--- src/rtl/rv_wb_timer.sv ---
// Wishbone classic responder exposing the RISC-V machine timer (mtime/mtimecmp)
// and a registered machine timer interrupt.
module rv_wb_timer #(
  parameter logic [31:0] BASE_ADDR   = 32'h0200_0000,
  parameter int unsigned WAIT_STATES = 0
) (
  input  logic        i_clk,
  input  logic        i_reset_n,
  input  logic [31:0] i_wb_adr,
  input  logic [31:0] i_wb_dat,
  output logic [31:0] o_wb_dat,
  input  logic        i_wb_we,
  input  logic [3:0]  i_wb_sel,
  input  logic        i_wb_stb,
  output logic        o_wb_ack,
  input  logic        i_wb_cyc,
  output logic        o_irq
);

  typedef enum logic [1:0] {StIdle, StWait, StAck} state_e;

  localparam logic [3:0] WcntInit = (WAIT_STATES == 0) ? 4'd0 : 4'(WAIT_STATES - 1);

  state_e      state_q, state_d;
  logic [3:0]  wcnt_q, wcnt_d;
  logic        latch_en;
  logic [2:0]  off_q;
  logic        we_q;
  logic [3:0]  sel_q;
  logic [31:0] wdat_q;

  logic [63:0] mtime_q, mtime_d;
  logic [63:0] mtimecmp_q, mtimecmp_d;
  logic        en_q, en_d;
  logic [7:0]  div_q, div_d;
  logic [7:0]  presc_q, presc_d;
  logic [31:0] hi_shadow_q, hi_shadow_d;
  logic        irq_q, irq_d;

  logic        req;
  logic        ack;
  logic        commit;
  logic        tick;
  logic [31:0] wmask;
  logic [31:0] rdata;

  assign req = i_wb_cyc & i_wb_stb & (i_wb_adr[31:5] == BASE_ADDR[31:5]);
  assign ack = (state_q == StAck);

  always_comb begin
    state_d  = state_q;
    wcnt_d   = wcnt_q;
    latch_en = 1'b0;
    unique case (state_q)
      StIdle: begin
        if (req) begin
          latch_en = 1'b1;
          if (WAIT_STATES == 0) begin
            state_d = StAck;
          end else begin
            state_d = StWait;
            wcnt_d  = WcntInit;
          end
        end
      end
      StWait: begin
        // Initiator withdrew the cycle: drop the request without side effects.
        if (!i_wb_cyc) begin
          state_d = StIdle;
        end else if (wcnt_q == 4'd0) begin
          state_d = StAck;
        end else begin
          wcnt_d = wcnt_q - 4'd1;
        end
      end
      StAck:   state_d = StIdle;
      default: state_d = StIdle;
    endcase
  end

  always_ff @(posedge i_clk or negedge i_reset_n) begin
    if (!i_reset_n) begin
      state_q <= StIdle;
      wcnt_q  <= 4'd0;
      off_q   <= 3'd0;
      we_q    <= 1'b0;
      sel_q   <= 4'd0;
      wdat_q  <= 32'd0;
    end else begin
      state_q <= state_d;
      wcnt_q  <= wcnt_d;
      if (latch_en) begin
        off_q  <= i_wb_adr[4:2];
        we_q   <= i_wb_we;
        sel_q  <= i_wb_sel;
        wdat_q <= i_wb_dat;
      end
    end
  end

  assign commit = ack & we_q;
  assign wmask  = {{8{sel_q[3]}}, {8{sel_q[2]}}, {8{sel_q[1]}}, {8{sel_q[0]}}};
  assign tick   = en_q & (presc_q == div_q);

  always_comb begin
    mtime_d     = mtime_q;
    mtimecmp_d  = mtimecmp_q;
    en_d        = en_q;
    div_d       = div_q;
    presc_d     = presc_q;
    hi_shadow_d = hi_shadow_q;
    irq_d       = (mtime_q >= mtimecmp_q);

    if (en_q) begin
      presc_d = tick ? 8'd0 : presc_q + 8'd1;
      if (tick) mtime_d = mtime_q + 64'd1;
    end

    // Bus writes override the increment; unwritten lanes keep the live value.
    if (commit) begin
      case (off_q)
        3'd0: mtime_d = {mtime_q[63:32], (mtime_q[31:0] & ~wmask) | (wdat_q & wmask)};
        3'd1: mtime_d = {(mtime_q[63:32] & ~wmask) | (wdat_q & wmask), mtime_q[31:0]};
        3'd2: mtimecmp_d = {mtimecmp_q[63:32],
                            (mtimecmp_q[31:0] & ~wmask) | (wdat_q & wmask)};
        3'd3: mtimecmp_d = {(mtimecmp_q[63:32] & ~wmask) | (wdat_q & wmask),
                            mtimecmp_q[31:0]};
        3'd4: begin
          if (sel_q[0]) en_d = wdat_q[0];
          if (sel_q[1]) div_d = wdat_q[15:8];
          presc_d = 8'd0;
        end
        default: ;
      endcase
    end

    if (ack && !we_q && (off_q == 3'd0)) hi_shadow_d = mtime_q[63:32];
  end

  always_ff @(posedge i_clk or negedge i_reset_n) begin
    if (!i_reset_n) begin
      mtime_q     <= 64'd0;
      mtimecmp_q  <= 64'hFFFF_FFFF_FFFF_FFFF;
      en_q        <= 1'b1;
      div_q       <= 8'd0;
      presc_q     <= 8'd0;
      hi_shadow_q <= 32'd0;
      irq_q       <= 1'b0;
    end else begin
      mtime_q     <= mtime_d;
      mtimecmp_q  <= mtimecmp_d;
      en_q        <= en_d;
      div_q       <= div_d;
      presc_q     <= presc_d;
      hi_shadow_q <= hi_shadow_d;
      irq_q       <= irq_d;
    end
  end

  always_comb begin
    rdata = 32'd0;
    case (off_q)
      3'd0:    rdata = mtime_q[31:0];
      3'd1:    rdata = hi_shadow_q;
      3'd2:    rdata = mtimecmp_q[31:0];
      3'd3:    rdata = mtimecmp_q[63:32];
      3'd4:    rdata = {16'd0, div_q, 7'd0, en_q};
      3'd5:    rdata = {31'd0, irq_q};
      default: rdata = 32'd0;
    endcase
  end

  assign o_wb_ack = ack;
  assign o_wb_dat = ack ? rdata : 32'd0;
  assign o_irq    = irq_q;

endmodule
--- config.mk ---
export PLATFORM = sky130hd
export DESIGN_NAME = rv_wb_timer
export DESIGN_NICKNAME = d
export VERILOG_FILES = /design/src/rtl/rv_wb_timer.sv
export SDC_FILE = /design/constraint.sdc
export NUM_CORES = 1
export LEC_CHECK = 0
export ABC_AREA = 1
export BUFFER_PORTS_ARGS = -buffer_cell sky130_fd_sc_hd__buf_2
export CELL_PAD_IN_SITES_DETAIL_PLACEMENT = 2
export CELL_PAD_IN_SITES_GLOBAL_PLACEMENT = 2
export CORE_ASPECT_RATIO = 2
export CORE_UTILIZATION = 25
export CTS_CLUSTER_SIZE = 25
export DETAILED_ROUTE_END_ITERATION = 7
export PLACE_DENSITY = 0.68
export SETUP_SLACK_MARGIN = 0.4
export SLEW_MARGIN = 30
export SYNTH_ARGS = -nofsm -noshare
export SYNTH_HDL_FRONTEND = slang
export SYNTH_SLANG_ARGS = --single-unit
--- constraint.sdc ---
create_clock -name i_clk -period 1.95 [get_ports i_clk]
set_clock_uncertainty 0.05 [all_clocks]
set_input_delay 0.4875 -clock i_clk [delete_from_list [all_inputs] [get_ports i_clk]]
set_output_delay 0.4875 -clock i_clk [all_outputs]
set_load 0.01 [all_outputs]
=== After elaboration in Yosys (flattened, before gate mapping) ===
Cells that the tools add are included.

* Output and inout port bits: 34
* Register bits after elaboration: 224

* Equality and inequality tests: 13
* Mux-type cells: 17
* Bitwise operators: 17
* Reduce and logical (&&, ||, !) cells: 12
* Order comparisons: 1
* Add/subtract/negate cells: 3

{| class="wikitable"
|+ Operators by type and width
! kind !! number
|-
| $pmux W64 S2 || 2
|-
| $mux W64 || 3
|-
| $pmux W32 S6 || 1
|-
| $and A32 B32 Y32 || 5
|-
| $or A32 B32 Y32 || 4
|-
| $add A64 B1 Y64 const B || 1
|-
| $ge A64 B64 Y1 || 1
|-
| $mux W32 || 1
|-
| $mux W8 || 4
|-
| $not A32 Y32 || 1
|-
| $eq A27 B21 Y1 const B || 1
|-
| $reduce_and A3 Y1 || 5
|-
| $add A8 B1 Y8 const B || 1
|-
| $eq A8 B8 Y1 || 1
|-
| $eq A3 B2 Y1 const B || 2
|-
| $eq A3 B3 Y1 const B || 2
|-
| $mux W2 || 3
|-
| $ne A2 B2 Y1 const B || 3
|-
| $and A1 B1 Y1 || 4
|-
| $logic_not A4 Y1 || 1
|-
| $pmux W2 S2 || 1
|-
| $sub A4 B1 Y4 const B || 1
|-
| $eq A3 B1 Y1 const B || 1
|-
| $logic_not A3 Y1 || 1
|-
| 9 further kinds || 13
|}

=== Logic depth before layout (Yosys ltp) ===
* Depth in word-level cells: 6
* Gate-level depth with buffers: 15
* Mapped depth without buffers: 14

=== Worst setup path after synthesis ===
Ideal clock, no wire load.

* Path type: register to output
* Start: register off_q[0]
* End: output port o_wb_dat[0]
* Arrival: 1,480 ps
* Required time: 1,412 ps
* Cell stages (with the launch flop): 7
* Setup slack: -67 ps
* Buffers on the path: 1
* Path through: dfrtp_1 -> nor2_1 -> inv_1 -> nor2_1 -> clkbuf_1 -> nand2_1 -> a41oi_1

* Longest elaborated chain between the ends: 3
* Elaborated cells on any way between the ends: 8
* Those cells by class: eq/ne: 5; mux: 2; reduce/logical: 1

{| class="wikitable"
|+ Ends and longest elaborated chain
! element !! line !! RTL
|-
| from (decl) || 27 || <nowiki>logic [2:0] off_q;</nowiki>
|-
| from (signal assigned) || 93 || <nowiki>off_q <= i_wb_adr[4:2];</nowiki>
|-
| $eq A3 B3 Y1, or another cell as far along || 162 || <nowiki>case (off_q)</nowiki>
|-
| $pmux W32 S6 * || 162 ||
|-
| $mux W32 * || 174 || <nowiki>assign o_wb_dat = ack ? rdata : 32'd0;</nowiki>
|-
| to (decl) || 11 || <nowiki>output logic [31:0] o_wb_dat,</nowiki>
|}

Every way passes the cells marked *; elsewhere a longest branch is shown, timed or not.

=== Worst setup path in the final report ===
* Start: register off_q[1]
* End: output port o_wb_dat[27]

The elaborated chain is that of the path after synthesis.

==> impl_results.md <==
* Final critical delay including setup and external delays at 2.88 ns
* Post-Syn Nets at 2168
* Crit. End Element: primary output
* Cell depth of the worst flop-to-flop path at 14
* Yosys warns at 0
* WP data arrival at 2.34 ns
* Number of hold violations in the final report at 0
* Number of cells traversed by the worst hold path at 3
* Layout-stage area growth over the synthesis result at 71.8%
* Number of antenna violations at the first check in global routing at 3
* Half-perimeter wire length after placement at 61700 µm
* Fmax achieved at 347 MHz
* Wirelength per Cell at 33.8 µm
* Final setup violation count at 177
* Transition time at the pin with the least slew margin at 0.626 ns
* H-Tree Level Count at 1
* Vert. Die Dim at 345 µm
* First-pass GRT wire length at 134000 µm
* CTS tree: done
* Headroom to the max-slew limit at 58.1%
* Avg Inst Size Synth at 7.25 µm²
* Length of the first detailed-routing pass in iterations at 5
* Routability-driven placement congestion ratio at 0.945
* Class of the worst hold path: in2reg
* Post-synthesis sequential area ratio at 37.8%
* Pin count of the biggest net entering global routing at 65
* Data required time at the worst endpoint at 1.41 ns
* Buffers on Ports at 104
* Flip-flop cell with the highest count after synthesis: sky130_fd_sc_hd__dfrtp_1
* Outcome: complete, but fails checks
* Max Slew Vio Count at 0
* Insertion delay to the later sink of the worst-skew pair at 0.62 ns
* Per-cell via count in the routed design at 5.66
* Post-route clock period utilization at 148%
* DR DRC count at 0
* Storage cell area at 5610 µm²
* Area of the mapped netlist at 14700 µm²
* Category of the critical setup timing path: reg2out
* Ports placed on the boundary at 107
* Failing checks: setup timing
* EDFF count, synth at 0
* Effective utilization at floorplan at 25.3%
* Final global-route overflow total at 0
* Peak supply drop at 0.627 mV
* Clock Root Buffer: sky130_fd_sc_hd__clkbuf_16
* Number of clock buffers inserted by TritonCTS at 26
* Number of nets in the final layout at 2776
* Max-cap check violation count at 0
* FILL cells at 6283
* Routed Wire Length at 116000 µm
* Kind of launch point of the worst setup path: flop
* Die extent in x at 174 µm
* Vias post-DR at 19366
* Clock net sink count at 219
* Setup repair after global routing missed its margin: yes
* Number of global-route vias before repair at 21063
* Fraction of registers with async set or reset after synthesis at 100%
* Share of final-layout standard cells stronger than drive strength 1 at 51.8%
* Core box area at 58200 µm²
* Clock slew seen by the registers of the worst setup and hold paths at 0.07 ns
* Number of standard cells after synthesis at 2029
* Maximum clock insertion buffer count at 3
* Setup slack of the critical path after layout at -0.930 ns
* Leak at 11.5 nW
* Number of standard-cell rows in the floorplan at 125
* Number of library cell types mapped by synthesis at 56
* Power density over the cells at 407 nW/µm²
* Largest fanout of any net on the critical path at 17
* Dpl ws at -0.378 ns
* Number of nets with antenna violations after detailed routing at 0
* 1st-iter DRT viols at 1261
* Final Hold Slack at 0.0214 ns
* Total GRT Usage at 30.0%
* Floorplan die area at 59900 µm²
* Number of synthesized register bits at 219
* Combined area of the multi-input logic cells at 10900 µm²
-- routing by layer --
| metal | routed length (µm) | vias to the layer above | global-route usage [%] |
|---|---|---|---|
| met1 | 36300 | 9821 | 26.4 |
| met3 | 7030 | 573 | 5.42 |
| met4 | 13400 | 2 | 26.5 |
| met2 | 59000 | 968 | 57.2 |
| met5 | 13 | - | 0 |
| li1 | - | 8002 | - |
-- flip-flops by register name, indices dropped and copies added (netlist names), 3 cells and up --
signal / cells
div_q: 8
hi_shadow_q: 32
mtime_q: 64
mtimecmp_q: 64
off_q: 3
presc_q: 8
sel_q: 4
wdat_q: 32
-- final cells by class --
type,count,area share (%)
repair buffers,668,24.2
multi-input cells,1518,43.1
well taps,762,3.77
inverters,204,3.21
clock buffers,30,2.76
flip-flops and latches,219,22.2
clock inverters,18,0.737
diodes,3,0.0297
-- kinds of logic (layout without fill, tap and decap cells) --
| family | count (synthesis) | after routing | share of synthesized area (%) |
|---|---|---|---|
| fa+ha+maj | 66 | 66 | 5.61 |
| xor+xnor | 22 | 22 | 1.31 |
| simple gates | 980 | 980 | 29.6 |
| mux | 6 | 6 | 0.459 |
| flops | 219 | 219 | 37.8 |
| other cells | 0 | 3 | 0 |
| compound gates | 444 | 444 | 17.4 |
| buf+inv | 292 | 920 | 7.83 |
-- worst max-delay path, cell delays in order (launching register included) --
cell,delay [ns]
sky130_fd_sc_hd__dfrtp_2,0.42
sky130_fd_sc_hd__inv_2,0.08
sky130_fd_sc_hd__nor2_4,0.19
sky130_fd_sc_hd__nand2_2,0.17
sky130_fd_sc_hd__buf_12,0.20
sky130_fd_sc_hd__o22ai_1,0.31
sky130_fd_sc_hd__a221oi_4,0.07
sky130_fd_sc_hd__nor2_1,0.11
sky130_fd_sc_hd__buf_2,0.14
-- synth_stat cells (2+ instances only) --
library cell / count / area, µm²
sky130_fd_sc_hd__a31oi_1: 16 / 100
sky130_fd_sc_hd__buf_1: 7 / 26.3
sky130_fd_sc_hd__buf_2: 21 / 105
sky130_fd_sc_hd__nor4_1: 6 / 37.5
sky130_fd_sc_hd__o21bai_1: 3 / 22.5
sky130_fd_sc_hd__o22ai_1: 59 / 369
sky130_fd_sc_hd__nand4_1: 25 / 156
sky130_fd_sc_hd__clkbuf_1: 54 / 203
sky130_fd_sc_hd__nand2_1: 536 / 2010
sky130_fd_sc_hd__xnor2_1: 7 / 61.3
sky130_fd_sc_hd__ha_1: 66 / 826
sky130_fd_sc_hd__buf_4: 4 / 30.0
sky130_fd_sc_hd__or2_1: 3 / 18.8
sky130_fd_sc_hd__nor2_4: 18 / 203
sky130_fd_sc_hd__nand2_4: 3 / 33.8
sky130_fd_sc_hd__o221ai_1: 2 / 17.5
sky130_fd_sc_hd__o21ai_0: 180 / 901
sky130_fd_sc_hd__inv_1: 191 / 717
sky130_fd_sc_hd__a22oi_1: 13 / 97.6
sky130_fd_sc_hd__and3_1: 3 / 18.8
sky130_fd_sc_hd__nor3_1: 22 / 110
sky130_fd_sc_hd__a211oi_1: 2 / 15.0
sky130_fd_sc_hd__o21a_1: 19 / 143
sky130_fd_sc_hd__o211ai_1: 13 / 97.6
sky130_fd_sc_hd__a21oi_2: 2 / 17.5
sky130_fd_sc_hd__o21ai_1: 13 / 65.1
sky130_fd_sc_hd__inv_2: 12 / 45.0
sky130_fd_sc_hd__nand3_2: 4 / 40.0
sky130_fd_sc_hd__mux2_1: 6 / 67.6
sky130_fd_sc_hd__a21oi_1: 94 / 470
sky130_fd_sc_hd__nand3_1: 120 / 601
sky130_fd_sc_hd__nor3_2: 7 / 70.1
sky130_fd_sc_hd__nor2_2: 13 / 81.3
sky130_fd_sc_hd__nand2_2: 8 / 50.1
sky130_fd_sc_hd__nand3b_1: 7 / 52.6
sky130_fd_sc_hd__nor2_1: 195 / 732
sky130_fd_sc_hd__a221oi_1: 23 / 201
sky130_fd_sc_hd__dfrtp_1: 154 / 3850
sky130_fd_sc_hd__nor3b_1: 2 / 15.0
sky130_fd_sc_hd__dfstp_2: 65 / 1710
sky130_fd_sc_hd__xor2_1: 15 / 131
sky130_fd_sc_hd__buf_6: 2 / 22.5
-- worst paths after layout --
path	endpoint	from	slack, ns
setup / recovery	o_wb_dat[27]	off_q[1]$_DFFE_PN0P_	-0.93
hold / removal	wdat_q[6]$_DFFE_PN0P_	i_wb_dat[6]	0.02
setup reg to reg	mtime_q[42]$_DFFE_PN0P_	mtime_q[11]$_DFFE_PN0P_	-0.70
hold reg to reg	wdat_q[26]$_DFFE_PN0P_	wdat_q[26]$_DFFE_PN0P_	0.43
max in group asynchronous	mtimecmp_q[3]$_DFFE_PN1P_	i_reset_n	0.79
min in group asynchronous	mtime_q[31]$_DFFE_PN0P_	i_reset_n	0.29
-- through the flow --
| step | utilization, % | total power [mW] | std cells | TNS, ns | cell area (µm²) |
|---|---|---|---|---|---|
| final | 43.5 | 10.3 | 3422 | -62.32 | 25300 |
| after global routing | 43.4 | 10.5 | 3420 | -66.71 | 25300 |
| after global placement | 33.9 | 4.84 | 3211 | -12.16 | 19700 |
| after floorplan | - | 4.63 | 2029 | 0 | 15400 |
| after detailed placement | 33.9 | 4.84 | 3211 | -20.75 | 19700 |
| after CTS | 39.8 | 10.2 | 3347 | -28.43 | 23100 |
-- report_power, final --
part           internal (mW)  switching, mW  total, mW
Clock                   2.98           2.54       5.52
Combinational         0.0777          0.139      0.217
Sequential              4.55    0.000000126       4.55
Total                   7.60           2.68       10.3
-- what timing repair did --
action                                  CTS  global route
endpoints found under the setup margin  253           252
endpoints found under the hold margin    18             0
hold buffers                              1             0
gates cloned                              2            13
pin swaps                               131           148
resized for setup                       455           328
setup buffers                            85            59
-- placed cells by master, fill, tap and decap left out, drive strengths merged, types with 15 or more instances in the layout --
cell type | netlist | layout
a21oi | 96 | 96
a221oi | 23 | 23
a31oi | 16 | 16
buf | 34 | 654
clkbuf | 54 | 43
dfrtp | 154 | 154
dfstp | 65 | 65
ha | 66 | 66
inv | 203 | 204
nand2 | 547 | 547
nand3 | 125 | 125
nand4 | 27 | 27
nor2 | 227 | 227
nor3 | 30 | 30
o21a | 19 | 19
o21ai | 193 | 193
o22ai | 59 | 59
xor2 | 15 | 15
(Power assumes the default switching activity.)
